**config.mk**
```make
export PLATFORM = sky130hd
export DESIGN_NAME = loop_decode
export DESIGN_NICKNAME = d
export VERILOG_FILES = /design/src/rtl/loop_decode.sv
export SDC_FILE = /design/constraint.sdc
export NUM_CORES = 1
export LEC_CHECK = 0
export ABC_AREA = 0
export ABC_CLOCK_PERIOD_IN_PS = 2850
export BUFFER_PORTS_ARGS = -buffer_cell sky130_fd_sc_hd__clkbuf_2
export CAP_MARGIN = 30
export CORE_UTILIZATION = 41
export CTS_BUF_LIST = sky130_fd_sc_hd__clkbuf_8 sky130_fd_sc_hd__clkbuf_16
export DETAILED_ROUTE_END_ITERATION = 12
export GPL_TIMING_DRIVEN = 0
export HOLD_SLACK_MARGIN = 0.02
export MAX_ROUTING_LAYER = met4
export PLACE_DENSITY = 0.63
export SETUP_SLACK_MARGIN = 0.5
export SYNTH_ARGS = -nofsm -noshare
export SYNTH_HDL_FRONTEND = slang
export SYNTH_SLANG_ARGS = --single-unit
```
**constraint.sdc**
```tcl
create_clock -name clk -period 2.85 [get_ports clk]
set_input_delay 0 -clock clk [delete_from_list [all_inputs] [get_ports clk]]
set_output_delay 0 -clock clk [all_outputs]
set_load 0.02 [all_outputs]
```
**src/rtl/loop_decode.sv**
```systemverilog
// Decode stage: classifies 16-bit instructions, resolves loop branches against a
// hardware return stack in the same cycle, and issues registered micro-ops.
module loop_decode #(
  parameter int STACK_DEPTH = 16,
  parameter int SP_W        = 5
) (
  input  logic        clk,
  input  logic        rst,
  input  logic [15:0] ins,
  input  logic [15:0] ins_pc,
  input  logic        cell_zero,
  input  logic        ex_stall,
  output logic        branch_en,
  output logic [15:0] branch_val,
  output logic        stall,
  output logic        ex_valid,
  output logic [2:0]  ex_op,
  output logic [7:0]  ex_imm,
  output logic        halted,
  output logic        err
);

  localparam int IDX_W = (STACK_DEPTH > 1) ? $clog2(STACK_DEPTH) : 1;

  localparam logic [3:0] OPC_ADD  = 4'd1;
  localparam logic [3:0] OPC_MOVE = 4'd2;
  localparam logic [3:0] OPC_LB   = 4'd3;
  localparam logic [3:0] OPC_LE   = 4'd4;
  localparam logic [3:0] OPC_OUT  = 4'd5;
  localparam logic [3:0] OPC_IN   = 4'd6;
  localparam logic [3:0] OPC_HALT = 4'd7;

  typedef struct packed {
    logic [2:0] op;
    logic [7:0] imm;
  } uop_t;

  uop_t            uop_q, uop_d;
  logic            ex_valid_q, ex_valid_d;
  logic            halted_q, err_q;
  logic [SP_W-1:0] sp_q;
  logic [15:0]     stk_q [STACK_DEPTH];

  logic [3:0]       opc;
  logic             is_loop, hazard, sp_full, sp_empty;
  logic             push, pop, issue, set_err, set_halt;
  logic [IDX_W-1:0] top_idx;

  assign opc      = ins[15:12];
  assign is_loop  = (opc == OPC_LB) || (opc == OPC_LE);
  assign sp_full  = (sp_q == SP_W'(STACK_DEPTH));
  assign sp_empty = (sp_q == '0);
  assign top_idx  = IDX_W'(sp_q - 1'b1);

  // cell_zero is stale while a cell-modifying op is still in the ex register
  assign hazard = ex_valid_q && is_loop &&
                  (uop_q.op == OPC_ADD[2:0] || uop_q.op == OPC_MOVE[2:0] ||
                   uop_q.op == OPC_IN[2:0]);
  assign stall  = halted_q || err_q || ex_stall || hazard;

  always_comb begin
    branch_en  = 1'b0;
    branch_val = 16'h0000;
    push       = 1'b0;
    pop        = 1'b0;
    issue      = 1'b0;
    set_err    = 1'b0;
    set_halt   = 1'b0;
    uop_d      = uop_q;
    if (!stall) begin
      case (opc)
        OPC_ADD, OPC_MOVE: begin
          issue = 1'b1;
          uop_d = '{op: opc[2:0], imm: ins[7:0]};
        end
        OPC_OUT, OPC_IN: begin
          issue = 1'b1;
          uop_d = '{op: opc[2:0], imm: 8'h00};
        end
        OPC_LB: begin
          if (cell_zero) begin
            branch_en  = 1'b1;
            branch_val = ins_pc + {4'h0, ins[11:0]} + 16'd1;
          end else if (sp_full) begin
            set_err = 1'b1;
          end else begin
            push = 1'b1;
          end
        end
        OPC_LE: begin
          if (sp_empty) begin
            set_err = 1'b1;
          end else if (!cell_zero) begin
            branch_en  = 1'b1;
            branch_val = stk_q[top_idx];
          end else begin
            pop = 1'b1;
          end
        end
        OPC_HALT: set_halt = 1'b1;
        default: ;
      endcase
    end
    // ex_stall freezes the ex register; any other stall issues a bubble
    ex_valid_d = ex_stall ? ex_valid_q : issue;
  end

  always_ff @(posedge clk or posedge rst) begin
    if (rst) begin
      ex_valid_q <= 1'b0;
      uop_q      <= '0;
      halted_q   <= 1'b0;
      err_q      <= 1'b0;
      sp_q       <= '0;
    end else begin
      ex_valid_q <= ex_valid_d;
      if (issue) uop_q <= uop_d;
      if (push) sp_q <= sp_q + 1'b1;
      else if (pop) sp_q <= sp_q - 1'b1;
      err_q    <= err_q | set_err;
      halted_q <= halted_q | set_halt;
    end
  end

  always_ff @(posedge clk) begin
    if (push) stk_q[sp_q[IDX_W-1:0]] <= ins_pc + 16'd1;
  end

  assign ex_valid = ex_valid_q;
  assign ex_op    = uop_q.op;
  assign ex_imm   = uop_q.imm;
  assign halted   = halted_q;
  assign err      = err_q;

endmodule

```
## Word level (Yosys, flattened, before mapping)

Memories as Yosys holds them, arrays and structs flattened.
Cells that the tools add are included.

| cells by class | value |
|---|---|
| $add $sub $neg | 5 |
| eq/ne operators | 11 |
| mux-type cells | 31 |
| bitwise operators | 3 |
| reductions and logical operators | 15 |

Operator list:

| kind | number |
|---|---|
| 2-to-1 mux 16 bit | 4 |
| adder 16 x 1 -> 16 bit (second input constant) | 2 |
| case mux 16 bit (2 select lines) | 1 |
| case mux 11 bit (2 select lines) | 1 |
| 2-to-1 mux 1 bit | 21 |
| adder 16 x 12 -> 16 bit | 1 |
| equality test 4 x 3 -> 1 bit (second input constant) | 4 |
| 2-to-1 mux 5 bit | 2 |
| equality test 4 x 2 -> 1 bit (second input constant) | 2 |
| logical OR 1 bit | 6 |
| adder 5 x 1 -> 5 bit (second input constant) | 1 |
| equality test 5 bit (second input constant) | 1 |
| logical NOT 5 bit | 1 |
| subtractor 5 x 1 -> 5 bit (second input constant) | 1 |
| equality test 4 x 1 -> 1 bit (second input constant) | 1 |
| case mux 1 bit (2 select lines) | 2 |
| nonzero test 2 bit | 2 |
| OR reduction 2 bit | 2 |
| OR reduction 4 bit | 1 |
| equality test 3 x 1 -> 1 bit (second input constant) | 1 |
| equality test 3 x 2 -> 1 bit (second input constant) | 1 |
| equality test 3 bit (second input constant) | 1 |
| AND reduction 3 bit | 1 |
| logical AND 1 bit | 2 |
| 2 further kinds | 3 |

| storage, ports and cells | value |
|---|---|
| register bits | 19 |
| bits in writable memories | 256 |
| output and inout port bits | 32 |
| logic and storage cells | 72 |
| memories kept | 1 |

Memory list:

| name | depth | width | rd ports | clocked after memory_dff | wr ports | RTL line | RTL |
|---|---|---|---|---|---|---|---|
| stk_q | 16 | 16 | 1 | 0 | 1 | 42 | `logic [15:0] stk_q [STACK_DEPTH];` |

## Logic depth before layout (Yosys ltp)

Gate-level depths: netlist of the first run.

| depth | value |
|---|---|
| depth in word-level cells | 8 |
| depth in mapped cells | 12 |

## Worst setup path before layout of the first run

No wires, ideal clock.

| path | value |
|---|---|
| kind | register to register |
| from | reg sp_q[0] |
| to | mem stk_q[11][0], enable pin |
| library setup time | 374 ps |
| data arrival time | 2572 ps |
| required time | 2476 ps |
| path slack | -96 ps |
| stages on the path, launching flop included | 11 |
| cells stage by stage | dfrtp_1 -> buf_2 -> buf_6 -> buf_2 -> inv_1 -> ha_1 -> nor4bb_1 -> nor3b_4 -> nand2_1 -> nor3b_1 -> and2_1 |

| on the way | value |
|---|---|
| cells in the longest elaborated chain, start to end | 7 |

Ends and longest elaborated chain:

| item | RTL line | RTL |
|---|---|---|
| from (decl) | 41 | `logic [SP_W-1:0] sp_q;` |
| from (signal assigned) | 118 | `if (push) sp_q <= sp_q + 1'b1;` |
| from (signal assigned) | 119 | `else if (pop) sp_q <= sp_q - 1'b1;` |
| equality test 5 bit | 51 | `assign sp_full = (sp_q == SP_W'(STACK_DEPTH));` |
| 2-to-1 mux 1 bit | 84 | `end else if (sp_full) begin` |
| 2-to-1 mux 1 bit | 81 | `if (cell_zero) begin` |
| 2-to-1 mux 1 bit | 71 | `case (opc)` |
| 2-to-1 mux 1 bit | 70 | `if (!stall) begin` |
| 2-to-1 mux 1 bit | 126 | `if (push) stk_q[sp_q[IDX_W-1:0]] <= ins_pc + 16'd1;` |
| 2-to-1 mux 1 bit (not written as such) | 126 |  |
| to (decl) | 42 |  |

Several ways; a longest one is shown, not always the timed one.

## Final worst setup path of the first run

| path | value |
|---|---|
| from | reg sp_q[0] |
| to | out branch_val[14] |

| on the way | value |
|---|---|
| cells in the longest elaborated chain, start to end | 6 |

Ends and longest elaborated chain:

| item | RTL line | RTL |
|---|---|---|
| subtractor 5 x 1 -> 5 bit | n/a |  |
| memory (16 x 16 bit) | n/a |  |
| 2-to-1 mux 16 bit | 93 | `end else if (!cell_zero) begin` |
| 2-to-1 mux 16 bit * | 91 | `if (sp_empty) begin` |
| case mux 16 bit (2 select lines) * | 71 |  |
| 2-to-1 mux 16 bit * | 70 |  |
| to (decl) | 14 | `output logic [15:0] branch_val,` |

Mark *: on every way between the ends. The rest lies on a longest branch, timed or not.

==> key figures, run 1 <==
Timing
  • TNS Setup: -0.7987 ns
  • RSZ-0062 raised after global routing: true
  • Final setup violation count: 16
  • Tightest Pin Transition: 1.049 ns
  • Final min period: 2.968 ns
  • Final Slew Violations: 0
  • Max_slew headroom: 0.2981
  • Endpoints failing hold: 0
  • PnR worst setup slack: -0.1180 ns
  • Peak Freq: 336.9 MHz
  • Skew final: 0.01092 ns
  • Final period util: 1.041

Routing
  • DRT Pass-1 Iters: 5
  • Met1 wire length: 12.37 mm
  • Avg WL per Cell: 23.16 microns
  • DRC: 0
  • Routed Antenna Nets: 0
  • Drt via density: 5.436
  • WL final: 29.88 mm
  • Via Count: 7012
  • Metal3 WL: 1.946 mm
  • Met2 wire len: 14.58 mm
  • Initial DRC Count: 767
  • Top Layer Used: met4

Die
  • Die H: 172.7 microns
  • # IOs: 68
  • Initial core utilization: 0.4160
  • Die area: 0.02981 sq mm
  • Core Region: 0.02870 sq mm
  • Cell Rows: 62
  • Die width: 172.7 microns

Place
  • Buffers on Ports: 67
  • Placed Instances: 1155
  • RD Place Congestion: 0.9020
  • HPWL after DPL: 18.25 mm

Worst setup path
  • Critical Path Most Common Cell: buf_12
  • Reg2reg end: stk_q[8][15]
  • Critical path, cell by cell: buf_6 > buf_12 > buf_12 > clkinv_8 > ha_4 > buf_12 > buf_8 > buf_6 > mux4_2 > mux4_2 > inv_2 > o22ai_4 > buf_8
  • CP max-delay cell: mux4_2
  • FF-to-FF setup slack: 0.18 ns
  • Critical path type: reg -> out
  • Worst-path fanout max: 6
  • CP Capture Type: primary output
  • CP peak stage delay: 0.47 ns
  • Reg2Reg Launch Point: sp_q[0]
  • Worst reg2reg path depth: 14
  • Worst path arrival time: 2.97 ns
  • Worst Setup Start Kind: flip-flop
  • CP required: 2.85 ns

Synthesis
  • Post-synth EDFFs: 256
  • Cells after Synth: 689
  • Mapped Area: 0.01194 sq mm
  • Syn nets: 745
  • Mean area per synthesized cell: 17.33 sq um
  • Main synth FF type: edfxtp_1
  • Synth Register Bits: 275
  • Register area share after synthesis: 0.6836
  • Distinct cells, synth: 54
  • Async S/R FF share, synth: 0.06909
  • Warning count from the yosys run: 0

Clock tree
  • Cts bufs inserted: 27
  • CTS H-Tree Depth: 1
  • Worst skew pair latency: 0.54 ns
  • Clock sinks: 275
  • CTS tree: done
  • Clk Tree Root Cell: clkbuf_16
  • CTS max path bufs: 3
  • Clk slew on worst S/H paths: 0.06 ns

Layout
  • Area Overhead vs Synth: 28.60%
  • Ant diodes: 0
  • Commonest non-fill, non-tap cells in the layout: edfxtp_1, mux4_2, nand2_1
  • Non-Filler Instances: 1290
  • Final-layout fill cell count: 2239
  • Commonest non-fill, non-tap cell in the layout: edfxtp_1
  • Ratio of cells with drive above 1 in the final layout: 0.3775
  • Nets: 942

Outcome
  • Outcome: finished with violations
  • Failing checks: setup timing

GRT
  • Antenna violations before repair: 0
  • All-layer global routing usage: 0.2041
  • First-pass GRT wire length: 44.12 mm
  • GRT overflow: 0
  • Largest net degree at the start of global routing: 20
  • Number of global-route vias before repair: 7230

Hold path
  • Hold path start: ins[13]
  • WHS Endpoint: ex_imm[5]
  • Hold crit path type: in -> reg
  • Hold depth: 5

Power
  • P per Cell Area: 542.5 mW/mm^2
  • VDD IR-drop max: 0.4153 mV
  • Total power: 8.331 mW
  • Leak pwr: 5.336 nW

Flow run
  • MaxCap Viol Count: 0
[registers in the layout, summed over array words and instances, names as in the netlist]
| register | cells |
|---|---|
| err | 1 |
| ex_imm | 8 |
| ex_op | 3 |
| ex_valid | 1 |
| halted | 1 |
| sp_q | 5 |
| stk_q | 256 |
[worst max path at each step]
stage / cells after the start / startpoint / to
finish: 13 / sp_q[0] / branch_val[14]
global route: 13 / sp_q[0] / branch_val[14]
CTS: 13 / sp_q[0] / branch_val[14]
detailed placement: 12 / ins_pc[0] / branch_val[14]
global placement: 4 / halted / stk_q[14][8]
floorplan: 4 / halted / stk_q[13][0]
[synthesized netlist by cell type, drive strengths merged (2+ instances only)]
master / number / area (sq um)
nor3: 6 / 35.03
nor3b: 4 / 41.29
dfrtp: 19 / 475.5
clkbuf: 6 / 22.52
and2: 9 / 57.56
ha: 19 / 237.7
o22ai: 15 / 93.84
nand4: 6 / 43.79
buf: 22 / 132.6
o2111ai: 2 / 17.52
mux2: 15 / 168.9
mux4: 65 / 1464
o31ai: 2 / 15.01
a21oi: 16 / 87.59
a211oi: 6 / 57.56
nand2b: 3 / 18.77
nand3: 18 / 90.09
xor2: 11 / 96.34
nand2: 59 / 221.5
and2b: 3 / 25.03
mux2i: 16 / 160.2
and3: 4 / 25.02
xnor2: 24 / 210.2
nor2: 18 / 67.56
edfxtp: 256 / 7687
and4bb: 2 / 25.02
inv: 18 / 67.56
or3: 3 / 25.03
o21ai: 29 / 145.1
or2: 2 / 12.51
[routing by layer]
metal,vias up,track usage
met5,-,-
met4,0,0.05494
met3,48,0.02880
met2,247,0.3365
met1,3584,0.2663
li1,3133,-
[power breakdown]
group          switching, mW  internal, mW
clock                   1.47          1.99
combinational          0.266         0.180
sequential           0.00337          4.43
total                   1.73          6.60
[cells by family (layout without fill, tap and decap cells)]
family / after synthesis / after routing / synth area share
xor gates and xnor gates: 35 / 35 / 0.02567
AOI/OAI and AO/OA: 77 / 77 / 0.03992
muxes: 96 / 96 / 0.1501
buffers and inverters: 46 / 262 / 0.01865
and+or+nand+nor: 140 / 141 / 0.06046
adders and majority gates: 20 / 20 / 0.02158
DFF: 275 / 275 / 0.6836
[critical path, delay by kind of cell (launching register included)]
family,cells,cell delay (ns)
buf+inv,9,1.03
fa+ha+maj,1,0.20
flops,1,0.40
mux,2,0.73
compound gates,1,0.07
[per-stage QoR]
stage          utilization  instance area, sq um  hold slack, ns  setup slack (ns)
2_1_floorplan            -                 12050        -0.04887            0.4034
3_3_place_gp        0.4482                 12860          0.1866           -0.3290
3_5_place_dp        0.4539                 13030          0.1973           -0.2290
4_1_cts             0.5245                 15050         0.02269           -0.1338
5_1_grt             0.5350                 15360         0.04085           -0.1875
6_report            0.5350                 15360         0.03734           -0.1180
[cell type report]
class                      instances  area [sq um]  share of cell area
buffer                            28         302.8             0.01972
clock buffer                      27         675.6             0.04400
clock inverter                    22         180.2             0.01173
inverter                          18         87.58            0.005703
multi-input combinational        369          3851              0.2508
sequential                       275          8163              0.5315
tap                              384         480.5             0.03129
timing repair buffer             167          1617              0.1053
[what timing repair did]
item	in CTS	in global routing
hold buffers	25	1
resized for setup	92	45
endpoints found under the hold margin	56	2
endpoints found under the setup margin	227	270
gates cloned	4	2
pin swaps	13	8
buffers inserted	41	12
(Power assumes the default switching activity.)
==> inputs of run 2 (changes only) <==
==> config.mk (replaced) <==
export PLATFORM = sky130hd
export DESIGN_NAME = loop_decode
export DESIGN_NICKNAME = d
export VERILOG_FILES = /design/src/rtl/loop_decode.sv
export SDC_FILE = /design/constraint.sdc
export NUM_CORES = 1
export LEC_CHECK = 0
export ABC_AREA = 0
export ABC_CLOCK_PERIOD_IN_PS = 2850
export CAP_MARGIN = 30
export CORE_UTILIZATION = 41
export CTS_BUF_LIST = sky130_fd_sc_hd__clkbuf_16
export DETAILED_ROUTE_END_ITERATION = 12
export DONT_BUFFER_PORTS = 1
export GPL_TIMING_DRIVEN = 0
export MAX_ROUTING_LAYER = met4
export PLACE_DENSITY = 0.6
export SETUP_SLACK_MARGIN = 0.5
export SYNTH_ARGS = -nofsm -noshare
export SYNTH_HDL_FRONTEND = slang
export SYNTH_SLANG_ARGS = --single-unit
==> run 2 against run 1 <==
First-iteration DRC count is 18% lower. Routed wire length is 4.2% higher. Critical path type unchanged. Highest routed layer unchanged. Sequential share of layout area hardly changed. The run ends with hold timing left. Core utilization hardly changed. Setup slack better by 0.16 ns. Clock skew is 0.0035 ns higher. Sequential power hardly changed. Global-route usage is 1.1 points higher. Cell count is 4.3% lower. Count of clock-buffer cells in the layout stayed put. Non-clock buffer count is 58 lower.
==> key figures, run 2 (same netlist as run 1, synthesis figures left out) <==
Outcome
  • Outcome: finished with violations
  • Failing checks: hold timing

Routing
  • Initial DRC Count: 631
  • WL final: 31.14 mm
  • Routed Antenna Nets: 0
  • DRC: 0
  • Drt via density: 5.662
  • Avg WL per Cell: 25.24 microns
  • Via Count: 6987
  • DRT Pass-1 Iters: 5

Clock tree
  • Cts bufs inserted: 27
  • Clk Tree Root Cell: clkbuf_16
  • Clk slew on worst S/H paths: 0.06 ns
  • Clock sinks: 275
  • CTS H-Tree Depth: 1
  • Worst skew pair latency: 0.53 ns
  • CTS max path bufs: 3
  • CTS tree: done

Worst setup path
  • Critical path type: reg -> out
  • Worst-path fanout max: 5
  • Worst path arrival time: 2.81 ns
  • CP Capture Type: primary output
  • CP required: 2.85 ns
  • Worst Setup Start Kind: flip-flop
  • Reg2reg end: stk_q[8][8]
  • Worst reg2reg path depth: 10
  • FF-to-FF setup slack: 0.31 ns
  • Reg2Reg Launch Point: halted

Hold path
  • Hold path start: ins_pc[8]
  • Hold depth: 3
  • WHS Endpoint: stk_q[14][12]
  • Hold crit path type: in -> reg

Place
  • RD Place Congestion: 0.9178
  • Post-Place Setup Slack: -0.1986 ns
  • HPWL after DPL: 18.69 mm
  • Area after DPL: 0.01270 sq mm
  • Buffers on Ports: 0

Timing
  • Final Slew Violations: 0
  • Final min period: 2.807 ns
  • Max_slew headroom: 0.4323
  • Endpoints failing hold: 2
  • Skew final: 0.01446 ns
  • Final setup violation count: 0
  • RSZ-0062 raised after global routing: true
  • PnR worst setup slack: 0.04293 ns
  • Peak Freq: 356.2 MHz
  • Min Hold Slack: -0.01569 ns
  • Final period util: 0.9849
  • Tightest Pin Transition: 0.8506 ns

Die
  • Cell Rows: 62
  • Die area: 0.02981 sq mm
  • Core Region: 0.02870 sq mm
  • Die H: 172.7 microns
  • # IOs: 68
  • Die width: 172.7 microns
  • Initial core utilization: 0.4160

Layout
  • Final-layout fill cell count: 2200
  • Commonest non-fill, non-tap cell in the layout: edfxtp_1
  • Commonest non-fill, non-tap cells in the layout: edfxtp_1, mux4_2, nand2_1
  • Ant diodes: 0
  • Multi-input logic area: 0.004178 sq mm
  • Design area: 0.01537 sq mm
  • Area Overhead vs Synth: 28.69%
  • Nets: 887
  • Sequential cell area: 0.008165 sq mm
  • Ratio of cells with drive above 1 in the final layout: 0.3565
  • Max reg flops: 256

Power
  • Leak pwr: 5.102 nW
  • VDD IR-drop max: 0.3524 mV
  • P per Cell Area: 536.9 mW/mm^2

GRT
  • Number of global-route vias before repair: 7178
  • First-pass GRT wire length: 45.92 mm
  • All-layer global routing usage: 0.2152
  • Antenna violations before repair: 0
  • GRT overflow: 0
  • Largest net degree at the start of global routing: 20

Flow run
  • MaxCap Viol Count: 0
run 2: changes by cell type in the layout (fill, tap and decap cells not counted), moves of 7 or more:
cell and change:
buf_2 -12, dlygate4sd3_1 +12, clkbuf_2 -55, o22ai_4 +12
mux2_2 -7, mux2_4 +7, o22ai_1 -12
run 2: worst max path at each step:
stage               startpoint        endpoint  slack, ns  depth (start not counted)
floorplan               halted    stk_q[13][0]       0.40                          4
global placement        halted    stk_q[12][7]      -0.65                          4
detailed placement     sp_q[0]   branch_val[3]      -0.20                         12
CTS                    sp_q[0]   branch_val[3]       0.03                         11
global route           sp_q[0]  branch_val[13]      -0.01                         12
finish                 sp_q[0]  branch_val[14]       0.04                         10
run 2: worst max-delay path: stages (launching register included):
cell       delay (ns)
dfrtp_1          0.41
buf_6            0.14
buf_12           0.12
buf_12           0.12
inv_8            0.05
ha_4             0.21
bufbuf_16        0.27
mux4_2           0.29
mux4_2           0.49
inv_2            0.08
o22ai_4          0.10
run 2: layout make-up:
| type | count | area share |
|---|---|---|
| clock inverter | 21 | 0.009770 |
| timing repair buffer | 109 | 0.08443 |
| sequential | 275 | 0.5313 |
| tap | 384 | 0.03127 |
| inverter | 18 | 0.005292 |
| multi-input combinational | 372 | 0.2719 |
| buffer | 28 | 0.02206 |
| clock buffer | 27 | 0.04397 |
run 2: report_power, final:
group	internal, mW	leakage, nW	switching (mW)
Sequential	4.43	2.55	0.0101
Combinational	0.193	2.13	0.274
Clock	1.89	0.417	1.45
Total	6.52	5.10	1.73
run 2: repair_timing:
action                     4_1_cts  5_1_grt
cloned                           9        0
hold endpoints to repair       140       35
hold buffers                    34        4
setup endpoints to repair      273      229
gates resized for setup        154       27
pin swaps                       30       15
setup buffers                   44        4
run 2: stage by stage:
step | setup TNS (ns) | power [mW] | utilization | std cells | hold slack, ns
2_1_floorplan | 0 | 4.754 | - | 689 | -0.04887
3_3_place_gp | -31.53 | 4.837 | 0.4365 | 1073 | 0.07796
3_5_place_dp | -1.336 | 4.857 | 0.4424 | 1087 | 0.1134
4_1_cts | 0 | 8.253 | 0.5277 | 1222 | 0.001964
5_1_grt | -0.09439 | 8.472 | 0.5354 | 1234 | 0.008163
6_report | 0 | 8.250 | 0.5354 | 1234 | -0.01569
run 2: routing by layer:
layer	up-vias	share of wire	global-route usage
li1	3034	-	-
met1	3616	0.40	0.2674
met2	278	0.51	0.3632
met3	59	0.064	0.03188
met4	0	0.030	0.06969
met5	-	0	-
